--- config.mk ---
export PLATFORM = sky130hd
export DESIGN_NAME = dot_matrix_scanner
export DESIGN_NICKNAME = d
export VERILOG_FILES = /design/src/rtl/dot_matrix_scanner.sv
export SDC_FILE = /design/constraint.sdc
export NUM_CORES = 1
export LEC_CHECK = 0
export BUFFER_PORTS_ARGS = -buffer_cell sky130_fd_sc_hd__buf_2
export CAP_MARGIN = 10
export CORE_ASPECT_RATIO = 2
export CORE_MARGIN = 2
export CORE_UTILIZATION = 50
export CTS_CLUSTER_DIAMETER = 100
export DETAILED_ROUTE_END_ITERATION = 8
export HOLD_SLACK_MARGIN = 0.05
export PLACE_DENSITY_LB_ADDON = 0.25
export SLEW_MARGIN = 40
export SYNTH_ARGS = -nofsm -noshare
export SYNTH_HDL_FRONTEND = slang
export SYNTH_SLANG_ARGS = --single-unit
--- constraint.sdc ---
create_clock -name clk -period 4.6 [get_ports clk]
set_input_delay 0.46 -clock clk [delete_from_list [all_inputs] [get_ports clk]]
set_output_delay 0.46 -clock clk [all_outputs]
set_load 0.03 [all_outputs]
--- src/rtl/dot_matrix_scanner.sv ---
// dot_matrix_scanner
//   Multiplexed LED dot-matrix driver. A COLS x ROWS frame buffer is written
//   column-word at a time by system logic and scanned one column per slot
//   onto one-hot column sinks and row sources. One clock drives everything;
//   an internal prescaler derives the scan tick. Each slot opens with BLANK
//   dark ticks (anti-ghosting), followed by a PWM phase of 2^BR_W ticks of
//   which `brightness` are lit.
//
//   Build option: define DOT_DOUBLE_BUFFER_EN for front/back frame buffers
//   with a tear-free swap at frame boundaries. Without it there is a single
//   buffer, swap_req is ignored and swap_done stays 0.
//
// Ports
//   clk          sole clock, rising edge
//   reset        asynchronous active-high reset, clears all state
//   enable       scan enable; low freezes the scan and darkens outputs
//   wr_en        write strobe for one column word
//   wr_addr      column written (values >= COLS ignored)
//   wr_data      row pattern, bit i lights row i
//   brightness   lit ticks per slot (0 = dark)
//   swap_req     request buffer swap (double-buffer build only)
//   swap_done    one-clk pulse when a swap takes effect
//   frame_start  one-clk pulse on entry to the column 0 slot
//   col_out      one-hot column sink, bit COLS-1 selects column 0
//   row_out      row drive for the selected column
module dot_matrix_scanner #(
  parameter int COLS     = 5,
  parameter int ROWS     = 7,
  parameter int PRESCALE = 4,
  parameter int BLANK    = 2,
  parameter int BR_W     = 3,
  parameter int AW       = $clog2(COLS)
) (
  input  logic            clk,
  input  logic            reset,
  input  logic            enable,
  input  logic            wr_en,
  input  logic [AW-1:0]   wr_addr,
  input  logic [ROWS-1:0] wr_data,
  input  logic [BR_W-1:0] brightness,
  input  logic            swap_req,
  output logic            swap_done,
  output logic            frame_start,
  output logic [COLS-1:0] col_out,
  output logic [ROWS-1:0] row_out
);

  localparam int SLOT = BLANK + (1 << BR_W);
  localparam int PW   = (PRESCALE > 1) ? $clog2(PRESCALE) : 1;
  localparam int SW   = $clog2(SLOT);
  localparam int CMPW = (SW > BR_W) ? SW : BR_W;

  localparam logic [PW-1:0]   PRESC_LAST = PW'(PRESCALE - 1);
  localparam logic [SW-1:0]   SLOT_LAST  = SW'(SLOT - 1);
  localparam logic [SW-1:0]   BLANK_S    = SW'(BLANK);
  localparam logic [AW-1:0]   COL_LAST   = AW'(COLS - 1);
  localparam logic [COLS-1:0] COL0_SEL   = {1'b1, {(COLS-1){1'b0}}};

  logic [PW-1:0]   presc, presc_nxt;
  logic [SW-1:0]   slot_cnt, slot_nxt;
  logic [AW-1:0]   col, col_nxt;
  logic [ROWS-1:0] lat_word, lat_word_nxt;
  logic [BR_W-1:0] lat_bright, lat_bright_nxt;
  logic            tick;
  logic            slot_entry;
  logic            frame_entry;
  logic            swap_now;
  logic [ROWS-1:0] front_word;
  logic            wr_ok;
  logic [CMPW-1:0] phase;
  logic            lit;
  logic [COLS-1:0] col_out_nxt;
  logic [ROWS-1:0] row_out_nxt;

  assign wr_ok       = wr_en && ({1'b0, wr_addr} < (AW+1)'(COLS));
  assign slot_entry  = tick && (slot_cnt == SLOT_LAST);
  assign frame_entry = slot_entry && (col == COL_LAST);

`ifdef DOT_DOUBLE_BUFFER_EN
  logic [ROWS-1:0] fb0 [COLS];
  logic [ROWS-1:0] fb1 [COLS];
  logic            front, front_nxt;
  logic            pending, pending_nxt;

  // A request arriving on the swap edge itself stays pending for the next frame.
  assign swap_now    = frame_entry && pending;
  assign front_nxt   = front ^ swap_now;
  assign pending_nxt = swap_req || (pending && !swap_now);
  // Column 0 of a swapped frame must already come from the new front buffer.
  assign front_word  = front_nxt ? fb1[col_nxt] : fb0[col_nxt];

  // Frame buffers, front select and pending swap; writes go to the back buffer.
  always_ff @(posedge clk or posedge reset) begin
    if (reset) begin
      for (int i = 0; i < COLS; i++) begin
        fb0[i] <= {ROWS{1'b0}};
        fb1[i] <= {ROWS{1'b0}};
      end
      front   <= 1'b0;
      pending <= 1'b0;
    end else begin
      front   <= front_nxt;
      pending <= pending_nxt;
      if (wr_ok) begin
        if (front) fb0[wr_addr] <= wr_data;
        else       fb1[wr_addr] <= wr_data;
      end
    end
  end
`else
  logic [ROWS-1:0] fb0 [COLS];
  logic            unused_swap_req;

  assign unused_swap_req = swap_req;
  assign swap_now        = 1'b0;
  assign front_word      = fb0[col_nxt];

  // Single frame buffer written directly.
  always_ff @(posedge clk or posedge reset) begin
    if (reset) begin
      for (int i = 0; i < COLS; i++) fb0[i] <= {ROWS{1'b0}};
    end else if (wr_ok) begin
      fb0[wr_addr] <= wr_data;
    end
  end
`endif

  // Scan state and registered outputs.
  always_ff @(posedge clk or posedge reset) begin
    if (reset) begin
      presc       <= {PW{1'b0}};
      slot_cnt    <= SLOT_LAST;
      col         <= COL_LAST;
      lat_word    <= {ROWS{1'b0}};
      lat_bright  <= {BR_W{1'b0}};
      col_out     <= {COLS{1'b0}};
      row_out     <= {ROWS{1'b0}};
      frame_start <= 1'b0;
      swap_done   <= 1'b0;
    end else begin
      presc       <= presc_nxt;
      slot_cnt    <= slot_nxt;
      col         <= col_nxt;
      lat_word    <= lat_word_nxt;
      lat_bright  <= lat_bright_nxt;
      col_out     <= col_out_nxt;
      row_out     <= row_out_nxt;
      frame_start <= frame_entry;
      swap_done   <= swap_now;
    end
  end

  // Next-state: prescaler, slot tick counter and column index.
  always_comb begin
    presc_nxt = presc;
    slot_nxt  = slot_cnt;
    col_nxt   = col;
    tick      = 1'b0;
    if (enable) begin
      if (presc == PRESC_LAST) begin
        presc_nxt = {PW{1'b0}};
        tick      = 1'b1;
      end else begin
        presc_nxt = presc + PW'(1'b1);
      end
    end else begin
      presc_nxt = presc;
    end
    if (tick) begin
      if (slot_cnt == SLOT_LAST) begin
        slot_nxt = {SW{1'b0}};
        col_nxt  = (col == COL_LAST) ? {AW{1'b0}} : col + AW'(1'b1);
      end else begin
        slot_nxt = slot_cnt + SW'(1'b1);
      end
    end else begin
      slot_nxt = slot_cnt;
    end
  end

  // Outputs: latch column data at slot entry, then blank / PWM from the new counters.
  always_comb begin
    lat_word_nxt   = lat_word;
    lat_bright_nxt = lat_bright;
    if (slot_entry) begin
      lat_word_nxt   = front_word;
      lat_bright_nxt = brightness;
    end else begin
      lat_word_nxt   = lat_word;
      lat_bright_nxt = lat_bright;
    end
    // phase only matters once past the blanking ticks, so wrap below BLANK is harmless
    phase = CMPW'(slot_nxt - BLANK_S);
    lit   = enable && (slot_nxt >= BLANK_S) && (phase < CMPW'(lat_bright_nxt));
    if (lit) begin
      col_out_nxt = COL0_SEL >> col_nxt;
      row_out_nxt = lat_word_nxt;
    end else begin
      col_out_nxt = {COLS{1'b0}};
      row_out_nxt = {ROWS{1'b0}};
    end
  end

endmodule

==> After elaboration in Yosys (flattened, before gate mapping) <==
Cells that the tools add are included.
{ "op_classes": {"muxes": 18, "n_bitwise": 2, "n_eq_ne": 3, "order_cmp": 6, "add_sub_neg": 4, "reduce_logical": 6, "shifts": 1} }
{ "ops": {"columns": ["cell", "n"], "rows": [
  ["35-bit bitwise mux", 1],
  ["7-bit two-way mux", 5],
  ["7-bit binary-select mux with 3-bit select", 1],
  ["7-bit demux with 3-bit select", 1],
  ["3-bit two-way mux", 4],
  ["4-bit >= comparator (second input constant)", 2],
  ["4-bit two-way mux", 2],
  ["3-bit NOT with 4-bit output", 2],
  ["1-bit logical AND", 6],
  ["5-bit two-way mux", 1],
  ["5-bit by 3-bit right shift with 5-bit output (first input constant)", 1],
  ["4-bit by 1-bit adder with 4-bit output (second input constant)", 1],
  ["4-bit == test (second input constant)", 1],
  ["4-bit by 2-bit >= comparator with 1-bit output (second input constant)", 1],
  ["4-bit by 1-bit less-than comparator with 1-bit output (second input constant)", 1],
  ["4-bit by 3-bit less-than comparator with 1-bit output", 1],
  ["4-bit by 2-bit subtractor with 4-bit output (second input constant)", 1],
  ["3-bit by 1-bit adder with 3-bit output (second input constant)", 1],
  ["3-bit == test (second input constant)", 1],
  ["3-bit less-than comparator (second input constant)", 1],
  ["2-bit by 1-bit adder with 2-bit output (second input constant)", 1],
  ["2-bit == test (second input constant)", 1],
  ["1-bit two-way mux", 2],
  ["2-bit two-way mux", 1]
]} }
{ "totals": {"in_bits": 18, "word_cells": 53, "reg_bits": 67, "output_inout_bits": 14} }

==> Depth between registers and ports, before layout <==
Gate-level depths: netlist (run 1).
{ "depth": {"ltp_word": 10, "depth_mapped": 11, "ltp_nobuf": 10} }

==> Least setup slack after synthesis (run 1) <==
No wires, ideal clock.
{ "synth_path": {"path_kind": "register to register", "from": "register slot_cnt[0]", "to": "register col_out[1]", "path_stages_with_launch": 10, "setup_time_ns": 0.142, "t_arrival_ns": 2.248, "period_less_slack_ns": 2.390, "n_path_buf": 1, "required_ns": 4.458, "slack_ns": 2.210, "path_cell_list": "dfstp_2 -> ha_1 -> and3b_1 -> nand2_1 -> buf_2 -> mux2i_1 -> ha_1 -> a41oi_2 -> o21ai_2 -> nor4_1"} }
{ "synth_via": {"elab_chain_cells": 7, "elab_cells_between_ends": 15, "cone_classes": "add/sub: 2; order compare: 2; eq/ne: 1; shift: 1; mux: 6; reduce/logical: 3"} }
{ "synth_lines": {"columns": ["element", "line", "text"], "rows": [
  ["from (decl)", "60", "logic [SW-1:0] slot_cnt, slot_nxt;"],
  ["from (signal assigned)", "142", "slot_cnt <= slot_nxt;"],
  ["4-bit by 1-bit adder with 4-bit output / 4-bit == test (equally long branches)", "174, 76, 170", null],
  ["4-bit two-way mux", "170", "if (slot_cnt == SLOT_LAST) begin"],
  ["4-bit two-way mux", "169", "if (tick) begin"],
  ["4-bit by 2-bit subtractor with 4-bit output / 4-bit by 2-bit >= comparator with 1-bit output (equally long branches)", "193, 194", null],
  ["4-bit by 3-bit less-than comparator with 1-bit output / 1-bit logical AND (equally long branches)", "194", "lit = enable && (slot_nxt >= BLANK_S) && (phase < CMPW'(lat_bright_nxt));"],
  ["1-bit logical AND", "194", null],
  ["5-bit two-way mux *", "195", "if (lit) begin"],
  ["net col_out_nxt[1]", "72", "logic [COLS-1:0] col_out_nxt;"],
  ["to (signal assigned)", "136", "col_out <= {COLS{1'b0}};"],
  ["to (signal assigned)", "146", "col_out <= col_out_nxt;"],
  ["to (decl)", "44", "output logic [COLS-1:0] col_out,"]
]} }
The timed path passes the listed nets; every way through them passes the cells marked *.
A chain may end at the register's enable or synchronous reset.

==> Worst setup path in the final report (run 1) <==
{ "layout_path": {"from": "register slot_cnt[0]", "to": "register col_out[3]"} }
The elaborated chain is that of the path after synthesis.

==> results of run 1 <==
-- per-layer routing --
layer  GRT usage [%]  vias up
met4            10.5        0
met2            34.6       41
li1                -      999
met5               0        -
met3            4.85       18
met1            23.2     1077
-- report_power, final --
part / leakage [nW] / internal (W) / switching (W) / total, W
sequential: 0.838 / 0.000734 / 0.0000958 / 0.000829
clock: 0.141 / 0.000403 / 0.000229 / 0.000632
combinational: 0.769 / 0.000345 / 0.000502 / 0.000847
-- through the flow --
stage | setup slack [ns] | total power [W] | instance area [um2] | util [%] | instances
floorplan | 2.21 | 0.00150 | 3210 | - | 257
global placement | 1.69 | 0.00166 | 3430 | 54.8 | 366
detailed placement | 1.61 | 0.00169 | 3430 | 54.8 | 366
CTS | 1.58 | 0.00233 | 3710 | 59.3 | 381
global route | 1.46 | 0.00245 | 3710 | 59.3 | 381
finish | 1.63 | 0.00231 | 3710 | 59.3 | 381
-- cells by family after synthesis --
kind of cell	share of synthesized area [%]
flip-flops	52.3
buffers and inverters	3.47
other	0.117
AO/OA/AOI/OAI	7.25
adder cells (fa/ha/maj)	3.12
multiplexers	18.0
AND/OR/NAND/NOR	15.7
-- layout by cell type, fill, tap and decap left out, types with 4 or more instances in the layout --
cell	netlist	layout
sky130_fd_sc_hd__nor3_1	7	7
sky130_fd_sc_hd__mux4_2	4	4
sky130_fd_sc_hd__nor2_1	8	8
sky130_fd_sc_hd__mux2_2	38	38
sky130_fd_sc_hd__ha_1	8	8
sky130_fd_sc_hd__dfrtp_1	64	64
sky130_fd_sc_hd__mux2i_1	6	6
sky130_fd_sc_hd__inv_1	14	13
sky130_fd_sc_hd__buf_2	2	29
sky130_fd_sc_hd__nand3_1	13	13
sky130_fd_sc_hd__nor4_1	5	5
sky130_fd_sc_hd__nor3b_2	5	5
sky130_fd_sc_hd__o21ai_0	6	6
sky130_fd_sc_hd__clkbuf_16	0	9
sky130_fd_sc_hd__nand2_1	21	21
-- final cells by class --
cell class | instances | area (um2)
fill | 565 | 2550
clock inverter | 2 | 10.0
sequential | 67 | 1680
timing repair buffer | 32 | 168
tap | 86 | 108
clock buffer | 13 | 270
inverter | 14 | 52.6
multi-input combinational | 167 | 1420
-- worst register-to-register path: cells and delay by family, from the launching register on --
family                   cells  cell delay (ns)
adder cells (fa/ha/maj)      2             0.52
AND/OR/NAND/NOR              3             0.97
flip-flops                   1             0.58
AO/OA/AOI/OAI                2             0.43
multiplexers                 1             0.35
-- sequential cells by signal, indices dropped and copies added, names as in the netlist --
| signal | flops |
|---|---|
| col | 3 |
| col_out | 5 |
| fb0 | 35 |
| frame_start | 1 |
| lat_bright | 3 |
| lat_word | 7 |
| presc | 2 |
| row_out | 7 |
| slot_cnt | 4 |
-- worst max-delay path by stage --
stage | from | endpoint | slack, ns | cells past startpoint
after floorplan | slot_cnt[0]$_DFF_PP1_ | col_out[1]$_DFF_PP0_ | 2.21 | 9
after global placement | slot_cnt[0]$_DFF_PP1_ | col_out[3]$_DFF_PP0_ | 1.69 | 8
after detailed placement | slot_cnt[0]$_DFF_PP1_ | col_out[3]$_DFF_PP0_ | 1.61 | 8
after CTS | slot_cnt[0]$_DFF_PP1_ | col_out[3]$_DFF_PP0_ | 1.58 | 8
after global routing | slot_cnt[0]$_DFF_PP1_ | col_out[3]$_DFF_PP0_ | 1.46 | 8
final | slot_cnt[0]$_DFF_PP1_ | col_out[3]$_DFF_PP0_ | 1.63 | 8
==> impl_metrics.json, run 1 <==
{
  "wire_per_inst_um": 16.5,
  "slew-limit-headroom_pct": 55.0,
  "drcViolationCount": 0,
  "globalplace.congestion": 0.779,
  "synth_edf_count": 0,
  "grt_remaining_overflow": 0,
  "crit_path_top_delay_cell": "sky130_fd_sc_hd__dfstp_2",
  "yosys_register_bits": 67,
  "first_global_vias": 2235,
  "async_flop_share_pct": 100,
  "route.top_layer_used": "met4",
  "vertical_die_dimension_um": 117,
  "floorplan.initialDensity_pct": 51.3,
  "endpoint_arrival_time_on_the_critical_path_ns": 3.18,
  "grt_max_degree": 45,
  "class_of_the_tightest_hold_or_removal_check": "primary input to asynchronous set/reset pin",
  "clock_latency_ns": 0.33,
  "fin_worst_skew_ns": 0.00360,
  "tritoncts": "done",
  "final_layout_size_suffix_gt1_share_pct": 37.6,
  "clk_transition_reported_paths_ns": 0.05,
  "floorplan.die.width_um": 60.7,
  "ff2ff_setup_slack_ns": 1.63,
  "floorplan.rows": 41,
  "ant_nets": 0,
  "postSynthNetCount": 283,
  "track_usage_pct": 20.6,
  "timing.rr.start": "slot_cnt[0]$_DFF_PP1_",
  "grt_setup_unrepaired": "false",
  "status": "complete, no violations",
  "final_net_count": 317,
  "io-pin-count": 32,
  "synth_cell_types": 48,
  "synth_top_area_share_pct": 49.9,
  "max_freq_ghz": 0.337,
  "ys_dominant_reg_cell": "sky130_fd_sc_hd__dfrtp_1",
  "detailedPlacementHpwl_um": 4720,
  "initialDrtViolationCount": 67,
  "power.static_leakage_nw": 1.75,
  "largest_area_contributor_in_the_netlist": "sky130_fd_sc_hd__dfrtp_1",
  "total_number_of_vias": 2135,
  "finalHoldViolCount": 0,
  "antenna_found_initial": 0,
  "power_density_mw_per_mm2": 623,
  "worstSetupStartpointType": "flop",
  "clock_tree.buffer_depth": 2,
  "worstPathCellList": "ha_1, and3b_1, nand2_1, mux2i_1, ha_1, a41oi_2, o21ai_2, nor4_1",
  "synth_cells": 257,
  "worst_path_buf_inv": 0,
  "clock_tree.root_cell": "sky130_fd_sc_hd__clkbuf_16",
  "wl_met3_um": 176,
  "antenna_cells_inserted": 0,
  "setup_violations": 0,
  "timing.final.crit_period_ns": 2.97,
  "post_drt_via_cell_ratio": 5.60,
  "detailroute.wirelength.met2_um": 3530,
  "ff2ff_path_depth": 8,
  "timing.critical_path.mode_cell": "sky130_fd_sc_hd__ha_1",
  "clkSinkCount": 67,
  "synth_area_leaders": "sky130_fd_sc_hd__dfrtp_1, sky130_fd_sc_hd__mux2_2, sky130_fd_sc_hd__ha_1",
  "routed_wl_um": 6300,
  "drtPass1Iterations": 7,
  "timing.max_cap.violations": 0,
  "setup.worst_path.class": "flop to flop",
  "timing.setup.tns_ns": 0,
  "timing.critical_path.required_ns": 4.81,
  "core_mm2": 0.00626,
  "synth.avg_cell_area_um2": 12.5,
  "numCtsBuffers": 9,
  "measured_slew_at_the_worst_slew_check_pin_ns": 0.671,
  "grt_pass1_wl_um": 10800,
  "synth.cells.most_frequent": "sky130_fd_sc_hd__dfrtp_1, sky130_fd_sc_hd__mux2_2, sky130_fd_sc_hd__nand2_1, sky130_fd_sc_hd__inv_1, sky130_fd_sc_hd__nand3_1",
  "hold_slack_ns": 0.147,
  "finalMaxSlewViolations": 0,
  "portBuffers": 29,
  "cts_resized": 0,
  "post-synth-top-count-cell": "sky130_fd_sc_hd__dfrtp_1",
  "drt-met1-wl_um": 2380,
  "finalCritPeriodShare_pct": 64.5,
  "dominant_delay_contributor_by_cell_family_on_the_critical_path": "simple AND/OR/NAND/NOR gates",
  "synth.yosys.seq_area_share_pct": 52.3,
  "max-vdd-ir-drop_mv": 0.327,
  "cts.htree.levels": 3,
  "timing.critical_path.to_type": "flop",
  "synth-warning-count": 0,
  "rr_endpoint": "col_out[3]$_DFF_PP0_",
  "syn_to_final_growth_pct": 15.5,
  "post-cts-setup-buffers": 0,
  "dieArea_mm2": 0.00712,
  "cts_hold_repair.buffers": 0,
  "worstPathMaxFanout": 16,
  "syn_area_mm2": 0.00321,
  "worst_path_largest_cell_delay_ns": 0.58
}
Power figures use the tool's default switching activity.
==> run 2: changes to the inputs <==
==> constraint.sdc (replaced) <==
create_clock -name clk -period 2.9 [get_ports clk]
set_input_delay 0.29 -clock clk [delete_from_list [all_inputs] [get_ports clk]]
set_output_delay 0.29 -clock clk [all_outputs]
set_load 0.03 [all_outputs]
==> impl_metrics.json, run 2 (same netlist as run 1, synthesis figures left out) <==
{
  "status": "complete, no violations",
  "clock_tree.buffer_depth": 2,
  "switchingPower_w": 0.00135,
  "mostFrequentLayoutCells": "sky130_fd_sc_hd__dfrtp_1, sky130_fd_sc_hd__mux2_2, sky130_fd_sc_hd__buf_2",
  "clock_tree.root_cell": "sky130_fd_sc_hd__clkbuf_16",
  "numCtsBuffers": 9,
  "finalMaxSlewViolations": 0,
  "largest_register_ffs": 35,
  "core_mm2": 0.00626,
  "placement.cell_area_mm2": 0.00347,
  "dieArea_mm2": 0.00712,
  "final_net_count": 324,
  "intPower_w": 0.00257,
  "ff2ff_path_depth": 9,
  "hold_slack_ns": 0.208,
  "slew-limit-headroom_pct": 56.3,
  "globalRoute.busiestLayer": "met2",
  "final_layout_size_suffix_gt1_share_pct": 39.3,
  "globalplace.congestion": 0.784,
  "vertical_die_dimension_um": 117,
  "power_frac_comb_pct": 36.5,
  "power_frac_seq_pct": 33.6,
  "timing.rr.start": "slot_cnt[0]$_DFF_PP1_",
  "max_freq_ghz": 0.400,
  "antenna_found_initial": 0,
  "clock_latency_ns": 0.34,
  "power_density_mw_per_mm2": 1030,
  "min_from": "brightness[2]",
  "post_layout_nonfiller_instances": 389,
  "post-place-cells": 372,
  "class_of_the_tightest_hold_or_removal_check": "primary input to flop",
  "post_drt_via_cell_ratio": 5.45,
  "timing.final.crit_period_ns": 2.50,
  "initialDrtViolationCount": 90,
  "max-vdd-ir-drop_mv": 0.615,
  "hold_path_end": "lat_bright[2]$_DFF_PP0_",
  "ant_nets": 0,
  "endpoint_arrival_time_on_the_critical_path_ns": 2.73,
  "fin_worst_skew_ns": 0.00623,
  "rr_endpoint": "col_out[3]$_DFF_PP0_",
  "floorplan.initialDensity_pct": 51.3,
  "switching_share_pct": 34.4,
  "post-cts-setup-buffers": 0,
  "cts.htree.levels": 3,
  "met3_layer_usage_reported_by_global_route_pct": 5.73,
  "global_route.usage.met1_pct": 23.5,
  "worstSetupStartpointType": "flop",
  "drcViolationCount": 0,
  "top_regs": "fb0 x35, lat_word x7, row_out x7",
  "clkPwrFrac_pct": 29.9,
  "total_number_of_vias": 2121,
  "routed_wl_um": 6320,
  "layout_commonest_cell": "sky130_fd_sc_hd__dfrtp_1",
  "tritoncts": "done",
  "ff2ff_setup_slack_ns": 0.40,
  "floorplan.rows": 41,
  "setup.worst_path.class": "flop to flop",
  "grt_setup_unrepaired": "false",
  "timing.max_cap.violations": 0,
  "grt_max_degree": 30,
  "timing.critical_path.required_ns": 3.13,
  "antenna_cells_inserted": 0,
  "grt_pass1_wl_um": 10900,
  "portBuffers": 29,
  "clkSinkCount": 67,
  "drtPass1Iterations": 4,
  "registers.top_by_ff_count": "fb0",
  "design_power_total_w": 0.00392,
  "power.static_leakage_nw": 1.80,
  "clk_transition_reported_paths_ns": 0.05,
  "track_usage_pct": 20.8,
  "first_global_vias": 2239,
  "syn_to_final_growth_pct": 18.7,
  "final_design_area_no_fill_mm2": 0.00381,
  "finalCritPeriodShare_pct": 86.2,
  "timing.critical_path.to_type": "flop",
  "wire_per_inst_um": 16.3,
  "cts_resized": 0,
  "detailedPlacementHpwl_um": 4700,
  "setup_violations": 0,
  "io-pin-count": 32,
  "worst_hold_path_depth": 3,
  "worstPathMaxFanout": 10,
  "finalHoldViolCount": 0,
  "measured_slew_at_the_worst_slew_check_pin_ns": 0.652,
  "floorplan.die.width_um": 60.7,
  "timing.setup.tns_ns": 0,
  "grt_remaining_overflow": 0,
  "grt_use_met2_pct": 34.8
}
[run 2: changes by cell type in the layout (fill, tap and decap cells not counted)]
cell and delta:
sky130_fd_sc_hd__buf_4 +6, sky130_fd_sc_hd__bufinv_16 +2, sky130_fd_sc_hd__clkbuf_1 -1, sky130_fd_sc_hd__clkbuf_8 -1, sky130_fd_sc_hd__clkinv_2 +1, sky130_fd_sc_hd__dlygate4sd3_1 +1
[run 2: final cells by class]
type | instances | area [um2]
inverters | 14 | 52.6
multi-input cells | 167 | 1420
flip-flops and latches | 67 | 1680
fillers | 549 | 2450
clock inverters | 5 | 75.1
repair buffers | 39 | 223
well taps | 86 | 108
clock buffers | 11 | 253
[run 2: what timing repair did]
item                       CTS  global route
hold buffers                 1             0
setup endpoints to repair    0             0
hold endpoints to repair    26             0
[run 2: power groups by stage]
stage / clock network (W) / logic [W] / registers, W
2_1_floorplan: 0 / 0.00107 / 0.00131
3_3_place_gp: 0 / 0.00140 / 0.00132
3_5_place_dp: 0 / 0.00142 / 0.00133
4_1_cts: 0.00119 / 0.00143 / 0.00132
5_1_grt: 0.00123 / 0.00158 / 0.00135
6_report: 0.00117 / 0.00143 / 0.00132
[run 2: worst max path at each step]
stage                                     start                   end  slack (ns)  cells after the start
final                     slot_cnt[0]$_DFF_PP1_  col_out[3]$_DFF_PP0_        0.40                      9
after global routing      slot_cnt[0]$_DFF_PP1_  col_out[2]$_DFF_PP0_        0.18                      9
after CTS                 slot_cnt[0]$_DFF_PP1_  col_out[2]$_DFF_PP0_        0.37                      9
after detailed placement  slot_cnt[0]$_DFF_PP1_  col_out[2]$_DFF_PP0_        0.39                      9
after global placement    slot_cnt[0]$_DFF_PP1_  col_out[3]$_DFF_PP0_        0.45                     10
after floorplan           slot_cnt[0]$_DFF_PP1_  col_out[1]$_DFF_PP0_        0.51                      9
[run 2: through the flow]
stage / setup WS (ns) / util [%]
6_report: 0.400 / 60.9
3_5_place_dp: 0.386 / 55.5
5_1_grt: 0.180 / 60.9
4_1_cts: 0.373 / 60.9
3_3_place_gp: 0.453 / 55.5
2_1_floorplan: 0.510 / -
[run 2: metal layers]
metal	share of wire [%]	vias up
met1	38	1054
met4	2.5	0
met3	3.2	11
met2	57	43
li1	-	1013
met5	0	-
[run 2: worst max-delay path: stages, from the launching register on]
cell	delay [ns]
sky130_fd_sc_hd__dfstp_2	0.59
sky130_fd_sc_hd__ha_1	0.24
sky130_fd_sc_hd__and3b_1	0.23
sky130_fd_sc_hd__nand2_1	0.13
sky130_fd_sc_hd__mux2i_1	0.24
sky130_fd_sc_hd__ha_1	0.28
sky130_fd_sc_hd__a41oi_2	0.19
sky130_fd_sc_hd__o21ai_2	0.07
sky130_fd_sc_hd__buf_4	0.18
sky130_fd_sc_hd__nor4_1	0.26
